**config.mk**
```make
export PLATFORM = sky130hd
export DESIGN_NAME = inst_fetch_queue
export DESIGN_NICKNAME = d
export VERILOG_FILES = /design/src/rtl/inst_fetch_pkg.sv /design/src/rtl/cond_eval.sv /design/src/rtl/inst_fetch_queue.sv
export SDC_FILE = /design/constraint.sdc
export NUM_CORES = 1
export LEC_CHECK = 0
export BUFFER_PORTS_ARGS = -buffer_cell sky130_fd_sc_hd__clkbuf_2
export CAP_MARGIN = 10
export CORE_AREA = 4 4 209 160
export DETAILED_ROUTE_END_ITERATION = 8
export DIE_AREA = 0 0 213 164
export PLACE_DENSITY = 0.71
export SLEW_MARGIN = 30
export SYNTH_ARGS = -nofsm -noshare
export SYNTH_HDL_FRONTEND = slang
export SYNTH_SLANG_ARGS = --single-unit
```
**constraint.sdc**
```tcl
create_clock -name clk -period 4.5 [get_ports clk]
set_clock_uncertainty 0.05 [all_clocks]
set_input_delay 0.675 -clock clk [delete_from_list [all_inputs] [get_ports clk]]
set_output_delay 0.675 -clock clk [all_outputs]
set_load 0.005 [all_outputs]
```
**src/rtl/inst_fetch_pkg.sv**
```systemverilog
// =============================================================================
// Module      : inst_fetch_pkg
// Description : Shared condition codes, flag indices and queue-entry type
//               for the instruction fetch queue.
// Revision    : 1.0 - initial release
// =============================================================================
`default_nettype none

package inst_fetch_pkg;

    localparam logic [3:0] c_EQ = 4'b0000;
    localparam logic [3:0] c_NE = 4'b0001;
    localparam logic [3:0] c_CS = 4'b0010;
    localparam logic [3:0] c_CC = 4'b0011;
    localparam logic [3:0] c_MI = 4'b0100;
    localparam logic [3:0] c_PL = 4'b0101;
    localparam logic [3:0] c_VS = 4'b0110;
    localparam logic [3:0] c_VC = 4'b0111;
    localparam logic [3:0] c_HI = 4'b1000;
    localparam logic [3:0] c_LS = 4'b1001;
    localparam logic [3:0] c_GE = 4'b1010;
    localparam logic [3:0] c_LT = 4'b1011;
    localparam logic [3:0] c_GT = 4'b1100;
    localparam logic [3:0] c_LE = 4'b1101;
    localparam logic [3:0] c_AL = 4'b1110;
    localparam logic [3:0] c_NV = 4'b1111;

    // NZCV is numbered 4 downto 1
    localparam int c_N_BIT = 4;
    localparam int c_Z_BIT = 3;
    localparam int c_C_BIT = 2;
    localparam int c_V_BIT = 1;

    // Widest supported PC; narrower PCs are zero-extended into an entry
    localparam int c_MAX_PC_W = 64;

    typedef struct packed {
        logic [c_MAX_PC_W-1:0] pc;
        logic [32:1]           instr;
    } queue_entry_t;

endpackage

`default_nettype wire

```
**src/rtl/cond_eval.sv**
```systemverilog
// =============================================================================
// Module      : cond_eval
// Description : Combinational decode of a 4-bit condition code against NZCV.
// Revision    : 1.0 - initial release
// =============================================================================
`default_nettype none

module cond_eval
    import inst_fetch_pkg::*;
(
    input  logic [3:0] condition_code,
    input  logic [4:1] NZCV,
    output logic       flag
);

    logic w_n, w_z, w_c, w_v;

    assign w_n = NZCV[c_N_BIT];
    assign w_z = NZCV[c_Z_BIT];
    assign w_c = NZCV[c_C_BIT];
    assign w_v = NZCV[c_V_BIT];

    always_comb begin
        flag = 1'b0;
        case (condition_code)
            c_EQ:    flag = w_z;
            c_NE:    flag = !w_z;
            c_CS:    flag = w_c;
            c_CC:    flag = !w_c;
            c_MI:    flag = w_n;
            c_PL:    flag = !w_n;
            c_VS:    flag = w_v;
            c_VC:    flag = !w_v;
            c_HI:    flag = w_c && !w_z;
            c_LS:    flag = !w_c || w_z;
            c_GE:    flag = (w_n == w_v);
            c_LT:    flag = (w_n != w_v);
            c_GT:    flag = !w_z && (w_n == w_v);
            c_LE:    flag = w_z || (w_n != w_v);
            c_AL:    flag = 1'b1;
            c_NV:    flag = 1'b0;
            default: flag = 1'b0;
        endcase
    end

endmodule

`default_nettype wire

```
**src/rtl/inst_fetch_queue.sv**
```systemverilog
// =============================================================================
// Module      : inst_fetch_queue
// Description : Prefetching instruction queue in front of a synchronous ROM,
//               with conditional-execution squash and branch redirect.
//               Optional squash counter: define INST_FETCH_SQUASH_CNT_EN.
// Revision    : 1.0 - initial release
// =============================================================================
`default_nettype none

module inst_fetch_queue
    import inst_fetch_pkg::*;
#(
    parameter int PC_W   = 32,
    parameter int ADDR_W = 6,
    parameter int DEPTH  = 4
)
(
    input  logic              clk,
    input  logic              Rst,
    input  logic              Write_PC,
    input  logic              Branch,
    input  logic [PC_W-1:0]   Branch_target,
    input  logic [4:1]        NZCV,
    output logic [ADDR_W-1:0] rom_addr,
    input  logic [31:0]       rom_data,
    output logic              ir_valid,
    input  logic              ir_ready,
    output logic [27:0]       IR,
    output logic [PC_W-1:0]   IR_pc,
    output logic [3:0]        condition_code,
`ifdef INST_FETCH_SQUASH_CNT_EN
    output logic [15:0]       squash_cnt,
`endif
    output logic              flag
);

    localparam int PTR_W = $clog2(DEPTH);
    localparam int CNT_W = PTR_W + 1;

    logic [PC_W-1:0]  r_pc;
    logic [PC_W-1:0]  r_inflight_pc;
    logic             r_inflight;
    logic [CNT_W-1:0] r_count;
    logic [PTR_W-1:0] r_wr_ptr;
    logic [PTR_W-1:0] r_rd_ptr;
    queue_entry_t     r_mem [DEPTH];
    queue_entry_t     r_hold;

    logic             w_nonempty;
    logic [CNT_W:0]   w_occupancy;
    logic             w_issue;
    logic             w_push;
    logic             w_pop;
    logic             w_squash;
    logic             w_flag;
    queue_entry_t     w_head;
    queue_entry_t     w_push_entry;

    assign rom_addr    = r_pc[ADDR_W+1:2];
    assign w_nonempty  = (r_count != '0);
    assign w_occupancy = {1'b0, r_count} + (CNT_W+1)'(r_inflight);
    assign w_issue     = Write_PC && !Branch && (w_occupancy < (CNT_W+1)'(DEPTH));
    assign w_push      = r_inflight && !Branch;

    // When empty, the outputs keep showing the last head that was presented
    assign w_head = w_nonempty ? r_mem[r_rd_ptr] : r_hold;

    assign IR             = w_head.instr[28:1];
    assign condition_code = w_head.instr[32:29];
    assign IR_pc          = PC_W'(w_head.pc);
    assign flag           = w_flag;

    cond_eval u_cond_eval (
        .condition_code (condition_code),
        .NZCV           (NZCV),
        .flag           (w_flag)
    );

    always_comb begin
        ir_valid = 1'b0;
        w_pop    = 1'b0;
        w_squash = 1'b0;
        if (w_nonempty && !Branch) begin
            ir_valid = w_flag;
            w_pop    = w_flag ? ir_ready : 1'b1;
            w_squash = !w_flag;
        end
    end

    always_comb begin
        w_push_entry       = '0;
        w_push_entry.pc    = c_MAX_PC_W'(r_inflight_pc);
        w_push_entry.instr = rom_data;
    end

    always_ff @(posedge clk) begin
        if (w_push) begin
            r_mem[r_wr_ptr] <= w_push_entry;
        end
    end

    always_ff @(posedge clk or posedge Rst) begin
        if (Rst) begin
            r_pc          <= '0;
            r_inflight    <= 1'b0;
            r_inflight_pc <= '0;
            r_count       <= '0;
            r_wr_ptr      <= '0;
            r_rd_ptr      <= '0;
            r_hold        <= '0;
        end else begin
            if (w_nonempty) begin
                r_hold <= r_mem[r_rd_ptr];
            end
            if (Branch) begin
                // Redirect wins: the outstanding ROM word is dropped
                r_pc       <= Branch_target;
                r_inflight <= 1'b0;
                r_count    <= '0;
                r_wr_ptr   <= '0;
                r_rd_ptr   <= '0;
            end else begin
                r_inflight <= w_issue;
                if (w_issue) begin
                    r_pc          <= r_pc + PC_W'(4);
                    r_inflight_pc <= r_pc;
                end
                if (w_push) begin
                    r_wr_ptr <= r_wr_ptr + PTR_W'(1);
                end
                if (w_pop) begin
                    r_rd_ptr <= r_rd_ptr + PTR_W'(1);
                end
                case ({w_push, w_pop})
                    2'b10:   r_count <= r_count + CNT_W'(1);
                    2'b01:   r_count <= r_count - CNT_W'(1);
                    default: r_count <= r_count;
                endcase
            end
        end
    end

`ifdef INST_FETCH_SQUASH_CNT_EN
    logic [15:0] r_squash_cnt;

    always_ff @(posedge clk or posedge Rst) begin
        if (Rst) begin
            r_squash_cnt <= '0;
        end else if (w_squash && (r_squash_cnt != 16'hFFFF)) begin
            r_squash_cnt <= r_squash_cnt + 16'd1;
        end
    end

    assign squash_cnt = r_squash_cnt;
`else
    logic w_squash_unused;
    assign w_squash_unused = w_squash;
`endif

endmodule

`default_nettype wire

```
* Word level (Yosys, flattened, before mapping)
Memories as Yosys holds them, arrays and structs flattened.
Cells that the tools add are included.
** Storage, ports and cells
- Bits of input ports :: 73
- RAM bits :: 256
- Output and inout port bits :: 72
- Memories :: 1
- Logic and storage cells :: 72
- Register bits :: 136
** Memory list
- r_mem :: depth 4, width 64, read ports 1, clocked after Yosys merged registers in 0, wr ports 1, line inst_fetch_queue.sv:46 : queue_entry_t r_mem [DEPTH];
** Cells by class
- Reduce and logical (&&, ||, !) cells :: 20
- Equality and inequality tests :: 19
- Mux-type cells :: 16
- $add $sub $neg :: 6
- Bitwise gates (word level) :: 1
- Magnitude comparators :: 1
** Operators with widths (number)
- two-way mux 32 bit :: 2
- two-way mux 64 bit :: 1
- adder 32 x 3 -> 32 bit, second input constant :: 1
- equality test 4 bit, second input constant :: 8
- equality test 4 x 3 -> 1 bit, second input constant :: 4
- one-hot mux 1 bit (16 select lines) :: 1
- equality test 4 x 2 -> 1 bit, second input constant :: 2
- two-way mux 2 bit :: 4
- logical AND 1 bit :: 6
- two-way mux 1 bit :: 6
- one-hot mux 3 bit (2 select lines) :: 1
- nonzero test 2 bit :: 3
- nonzero test 3 bit :: 2
- logical NOT 1 bit :: 5
- adder 2 x 1 -> 2 bit, second input constant :: 2
- adder 3 x 1 -> 4 bit :: 1
- equality test 4 x 1 -> 1 bit, second input constant :: 1
- logical NOT 4 bit :: 1
- < comparator 4 x 3 -> 1 bit, second input constant :: 1
- adder 3 x 1 -> 3 bit, second input constant :: 1
- two-way mux 3 bit :: 1
- subtractor 3 x 1 -> 3 bit, second input constant :: 1
- equality test 2 x 1 -> 1 bit, second input constant :: 1
- equality test 2 bit, second input constant :: 1
- 5 further kinds :: 6

* Depth between registers and ports, before layout
- Word-level depth :: 9
- Depth in mapped cells :: 13
- Depth with buffers taken out :: 12

* Cells and area by module
A second synthesis with hierarchy kept.
** Unflattened totals
- Cell total of the unflattened synthesis :: 901
- Area total of the unflattened synthesis :: 15348.5 um^2
** By module, submodules not included
- inst_fetch_queue :: cells an instance 878, area an instance 15193.3 um^2, times used 1, sequential area each 11090.6 um^2
- cond_eval :: cells an instance 23, area an instance 155.1 um^2, times used 1, sequential area each 0.0 um^2

* Least setup slack after synthesis
No wires, ideal clock.
- Kind :: input -> register
- Start :: input Branch
- End :: memory r_mem[0][0] in the netlist's numbering (enable)
- Setup slack :: 1.280 ns
- Required time :: 4.021 ns
- Arrival :: 2.741 ns
- Stages :: 4
- Setup time :: 0.429 ns
- Path buffers :: 2
- Path through :: buf_2 > inv_2 > clkbuf_1 > and3_1
** On the way
- Cells in the longest elaborated chain, start to end :: 4
** RTL lines
- start, declared :: line inst_fetch_queue.sv:21 : input logic Branch,
- logical NOT 1 bit :: line inst_fetch_queue.sv:63 : assign w_push = r_inflight && !Branch;
- logical AND 1 bit :: line inst_fetch_queue.sv:63
- two-way mux 1 bit :: line inst_fetch_queue.sv:97 : if (w_push) begin
- two-way mux 1 bit (not written as such) :: line inst_fetch_queue.sv:98 : r_mem[r_wr_ptr] <= w_push_entry;
- end, declared :: line inst_fetch_queue.sv:46
No other way between the ends.

* Worst setup path in the final report
- Start :: register r_count[0]
- End :: output ir_valid
** On the way
- Cells in the longest elaborated chain, start to end :: 5
- Elaborated cells on any way between the ends :: 21
- Classes of those cells :: eq/ne: 15; mux: 3; reduce/logical: 3
** RTL lines
- start, declared :: line inst_fetch_queue.sv:43 : logic [CNT_W-1:0] r_count;
- start signal, assigned :: line inst_fetch_queue.sv:135 : 2'b10: r_count <= r_count + CNT_W'(1);
- start signal, assigned :: line inst_fetch_queue.sv:136 : 2'b01: r_count <= r_count - CNT_W'(1);
- start signal, assigned :: line inst_fetch_queue.sv:137 : default: r_count <= r_count;
- nonzero test 3 bit (*) :: line inst_fetch_queue.sv:60 : assign w_nonempty = (r_count != '0);
- two-way mux 64 bit
- equality test 4 bit (tied with other cells) :: line cond_eval.sv:25 : case (condition_code)
- one-hot mux 1 bit (16 select lines) :: line cond_eval.sv:25
- two-way mux 1 bit (*) :: line inst_fetch_queue.sv:83 : if (w_nonempty && !Branch) begin
- end, declared :: line inst_fetch_queue.sv:26 : output logic ir_valid,
Every way passes the cells marked *; elsewhere a longest branch is shown, timed or not.

==> results.md <==
Status
- **status** complete, no violations

Power and ir drop
- **Cell Int Power** 7.77 mW
- **part of the power in registers** 43.0%
- **Leakage Power** 7.12 nW
- **total power per unit cell area** 619 nW/µm²
- **net load switching power** 3.38 mW
- **portion of total power attributed to the clock network** 30.4%
- **power share of the combinational group** 26.5%
- **worst supply voltage drop on vdd** 0.520 mV
- **switching portion of total power** 30.3%

CTS
- **total CTS buffers** 38
- **worst-skew pair later-pin latency** 520 ps
- **level count of the clock H-tree** 2
- **TritonCTS clock tree** built
- **clock transition at the registers of the reported paths** 70 ps
- **Gates resized, CTS repair** 0
- **CTS sink cnt** 392
- **hold buffer count at CTS** 0
- **cell chosen for the clock root** sky130_fd_sc_hd__clkbuf_16
- **number of buffers inserted by post-CTS setup repair** 0
- **Clock Tree Buf Depth** 3

Worst setup path
- **maximum fanout encountered on the critical timing path** 12
- **crit path kind** register to output pin
- **CP Launch Type** register
- **cell chain of the critical path** or3_2 > mux2_4 > a2111oi_1 > a21oi_1 > o211ai_2 > a21oi_1 > or2_1 > nor3_1 > clkbuf_2
- **critical path's slowest cell** sky130_fd_sc_hd__or3_2
- **most used cell along the critical path** sky130_fd_sc_hd__a21oi_1
- **depth of the worst register-to-register path** 10
- **highest cell delay on the worst timing path** 680 ps
- **arrival time of the worst setup path** 3280 ps
- **data required time of the worst path** 3770 ps
- **element type at the critical path end** output pin

GRT
- **maximum number of pins on one net before global-route repair** 88
- **overall fraction of global-route tracks in use** 19.4%
- **global-route congestion overflow total** 0
- **global-route wire length before repair** 52,600 µm
- **vias in the first global route** 9,317
- **antenna violations before repair** 4

Timing
- **headroom to the max-slew limit** 36.8%
- **final count of hold timing violations** 0
- **unrepaired setup endpoints after global routing** false
- **Setup-failing EPs final** 0
- **final cycle utilization of the critical path** 89.1%
- **Max Transition Viols Final** 0
- **shortest clock period the worst path allows after layout** 4010 ps
- **Max Fclk** 249 MHz
- **Worst Tran Pin Value** 948 ps
- **TNS Setup** 0 ps

Synthesis
- **netlist area before placement** 15,500 µm²
- **cell count after synthesis** 1,046
- **async set-or-reset flop fraction in the synthesized netlist** 34.7%
- **Post-synth top flop** sky130_fd_sc_hd__edfxtp_1
- **count of flip-flops with a built-in enable after synthesis** 256
- **Post-Synthesis Net Count** 1,125
- **FF+latch count, synth** 392
- **Distinct cells, synth** 59
- **average size of a mapped cell** 14.8 µm²
- **Yosys Warn Count** 0
- **sequential-to-total area share from yosys stat** 71.7%

Routing
- **Detailed Route Iter0 Violations** 666
- **average wire per standard cell** 20.3 µm
- **Avg Vias per Cell** 5.57
- **post-route antenna net violation count** 0
- **number of design rule violations left after detail routing** 0
- **1st-pass router iterations** 5
- **DR vias** 9,022
- **sum of routed wire length over all layers** 32,900 µm

Finish
- **most common cell after layout, fill and taps aside** sky130_fd_sc_hd__nand2_1
- **layout filler cell count** 2,430
- **most used cells in the layout excluding fill and tap cells** sky130_fd_sc_hd__nand2_1, sky130_fd_sc_hd__edfxtp_1, sky130_fd_sc_hd__clkbuf_2
- **number of nets at the end of the flow** 1,265
- **number of inserted diodes** 0
- **fraction of final layout cells with drive strength greater than 1** 25.9%
- **area added between synthesis and finish** 16.5%
- **final core utilization** 57.8%
- **post-route cell area** 18,000 µm²

Job
- **max capacitance violation total** 0

Floorplan
- **Initial Util** 49.6%
- **DIE WIDTH** 213 µm
- **Row Count** 56
- **chip height** 164 µm
- **IO Count** 145
- **Total Die Area** 34,900 µm²
- **Core ar.** 31,200 µm²

Place
- **area post-placement** 16,700 µm²
- **number of buffers added on ports** 144
- **post-DP HPWL** 19,900 µm
- **global placement routability congestion** 0.797

Worst hold path
- **Hold WC Path Type** primary input to async pin

-- through the flow --
stage	worst slack, ps	cells	hold WS, ps	total power [mW]
finish	491	1621	261	11.1
global route	255	1621	307	11.8
CTS	468	1621	284	11.3
detailed placement	942	1552	397	7.88
global placement	1030	1548	395	7.79
floorplan	136	1046	385	6.72
-- final cells by class --
class                           instances  area, µm²  share of cell area, %
Sequential cell                       392      11100                   61.6
Clock inverter                         22        302                   1.67
Tap cell                              406        508                   2.82
Clock buffer                           47       1050                   5.81
Multi-Input combinational cell        574       4070                   22.6
Timing Repair Buffer                  159        906                   5.03
Inverter                               21       83.8                  0.466
-- cells in the mapped netlist, types with 3 or more instances --
master | count | area share (%)
sky130_fd_sc_hd__nand3_1 | 16 | 0.52
sky130_fd_sc_hd__nor2_1 | 24 | 0.58
sky130_fd_sc_hd__mux2_4 | 3 | 0.29
sky130_fd_sc_hd__nor2b_1 | 3 | 0.12
sky130_fd_sc_hd__o21ai_0 | 6 | 0.19
sky130_fd_sc_hd__a31oi_1 | 5 | 0.20
sky130_fd_sc_hd__ha_1 | 5 | 0.40
sky130_fd_sc_hd__a221o_1 | 10 | 0.65
sky130_fd_sc_hd__buf_1 | 19 | 0.46
sky130_fd_sc_hd__clkbuf_1 | 29 | 0.70
sky130_fd_sc_hd__a222oi_1 | 5 | 0.32
sky130_fd_sc_hd__edfxtp_1 | 256 | 50
sky130_fd_sc_hd__nor4_1 | 4 | 0.16
sky130_fd_sc_hd__inv_2 | 4 | 0.097
sky130_fd_sc_hd__o311ai_1 | 7 | 0.40
sky130_fd_sc_hd__a211oi_1 | 5 | 0.24
sky130_fd_sc_hd__mux2i_1 | 4 | 0.26
sky130_fd_sc_hd__nand2_1 | 306 | 7.4
sky130_fd_sc_hd__and3_1 | 11 | 0.45
sky130_fd_sc_hd__nor3b_1 | 4 | 0.19
sky130_fd_sc_hd__nor3_1 | 13 | 0.42
sky130_fd_sc_hd__o21ai_1 | 21 | 0.68
sky130_fd_sc_hd__dfrtp_1 | 136 | 22
sky130_fd_sc_hd__mux4_2 | 64 | 9.3
sky130_fd_sc_hd__inv_1 | 17 | 0.41
sky130_fd_sc_hd__a21oi_1 | 11 | 0.36
sky130_fd_sc_hd__buf_4 | 7 | 0.34
sky130_fd_sc_hd__a21o_1 | 5 | 0.24
sky130_fd_sc_hd__xnor2_1 | 7 | 0.40
-- routing by layer --
| layer | wire length (µm) | global-route usage, % |
|---|---|---|
| met1 | 15000 | 28.8 |
| met2 | 15400 | 30.3 |
| met3 | 1970 | 3.97 |
| met4 | 514 | 3.75 |
| met5 | 49 | 0 |
-- critical path, delay by kind of cell, from the launching register on --
kind,cells,cell delay (ps)
and+or+nand+nor,3,1080
AOI/OAI and AO/OA,4,680
DFF,1,460
muxes,1,410
buffers and inverters,1,150
-- kinds of logic after synthesis --
kind of cell             Yosys count  synth area share (%)
multiplexers                      74                  10.2
buffers and inverters             80                  2.21
AO/OA/AOI/OAI                     91                  4.30
adder cells (fa/ha/maj)            6                 0.534
XOR/XNOR                           7                 0.396
flip-flops                       392                  71.7
AND/OR/NAND/NOR                  396                  10.7
-- registers in the layout (all words and copies together) (netlist names) --
name           cells
r_hold            64
r_inflight         1
r_rd_ptr           2
r_count            3
r_inflight_pc     32
r_wr_ptr           2
r_mem            256
r_pc              32
-- path summary, 6_finish.rpt --
| check | to | slack, ps | start |
|---|---|---|---|
| setup / recovery | ir_valid | 490 | r_count[0]$_DFFE_PP0P_ |
| hold / removal | r_hold[2]$_DFF_PP0_ | 260 | Rst |
| setup reg to reg | r_count[2]$_DFFE_PP0P_ | 920 | r_count[0]$_DFFE_PP0P_ |
| hold reg to reg | r_hold[32]$_DFF_PP0_ | 410 | r_hold[32]$_DFF_PP0_ |
| max in group asynchronous | r_inflight_pc[8]$_DFFE_PP0P_ | 3220 | Rst |
| min in group clk | r_pc[30]$_DFFE_PP0N_ | 310 | Branch_target[30] |
-- power by group through the flow --
stage          sequential [mW]  combinational (mW)  clock (mW)
5_1_grt                   4.86                3.32        3.63
3_3_place_gp              4.84                2.96           0
3_5_place_dp              4.87                3.01           0
2_1_floorplan             4.74                1.98           0
6_report                  4.80                2.96        3.39
4_1_cts                   4.80                3.03        3.47
Note: power is estimated with default switching activity, not from simulation.
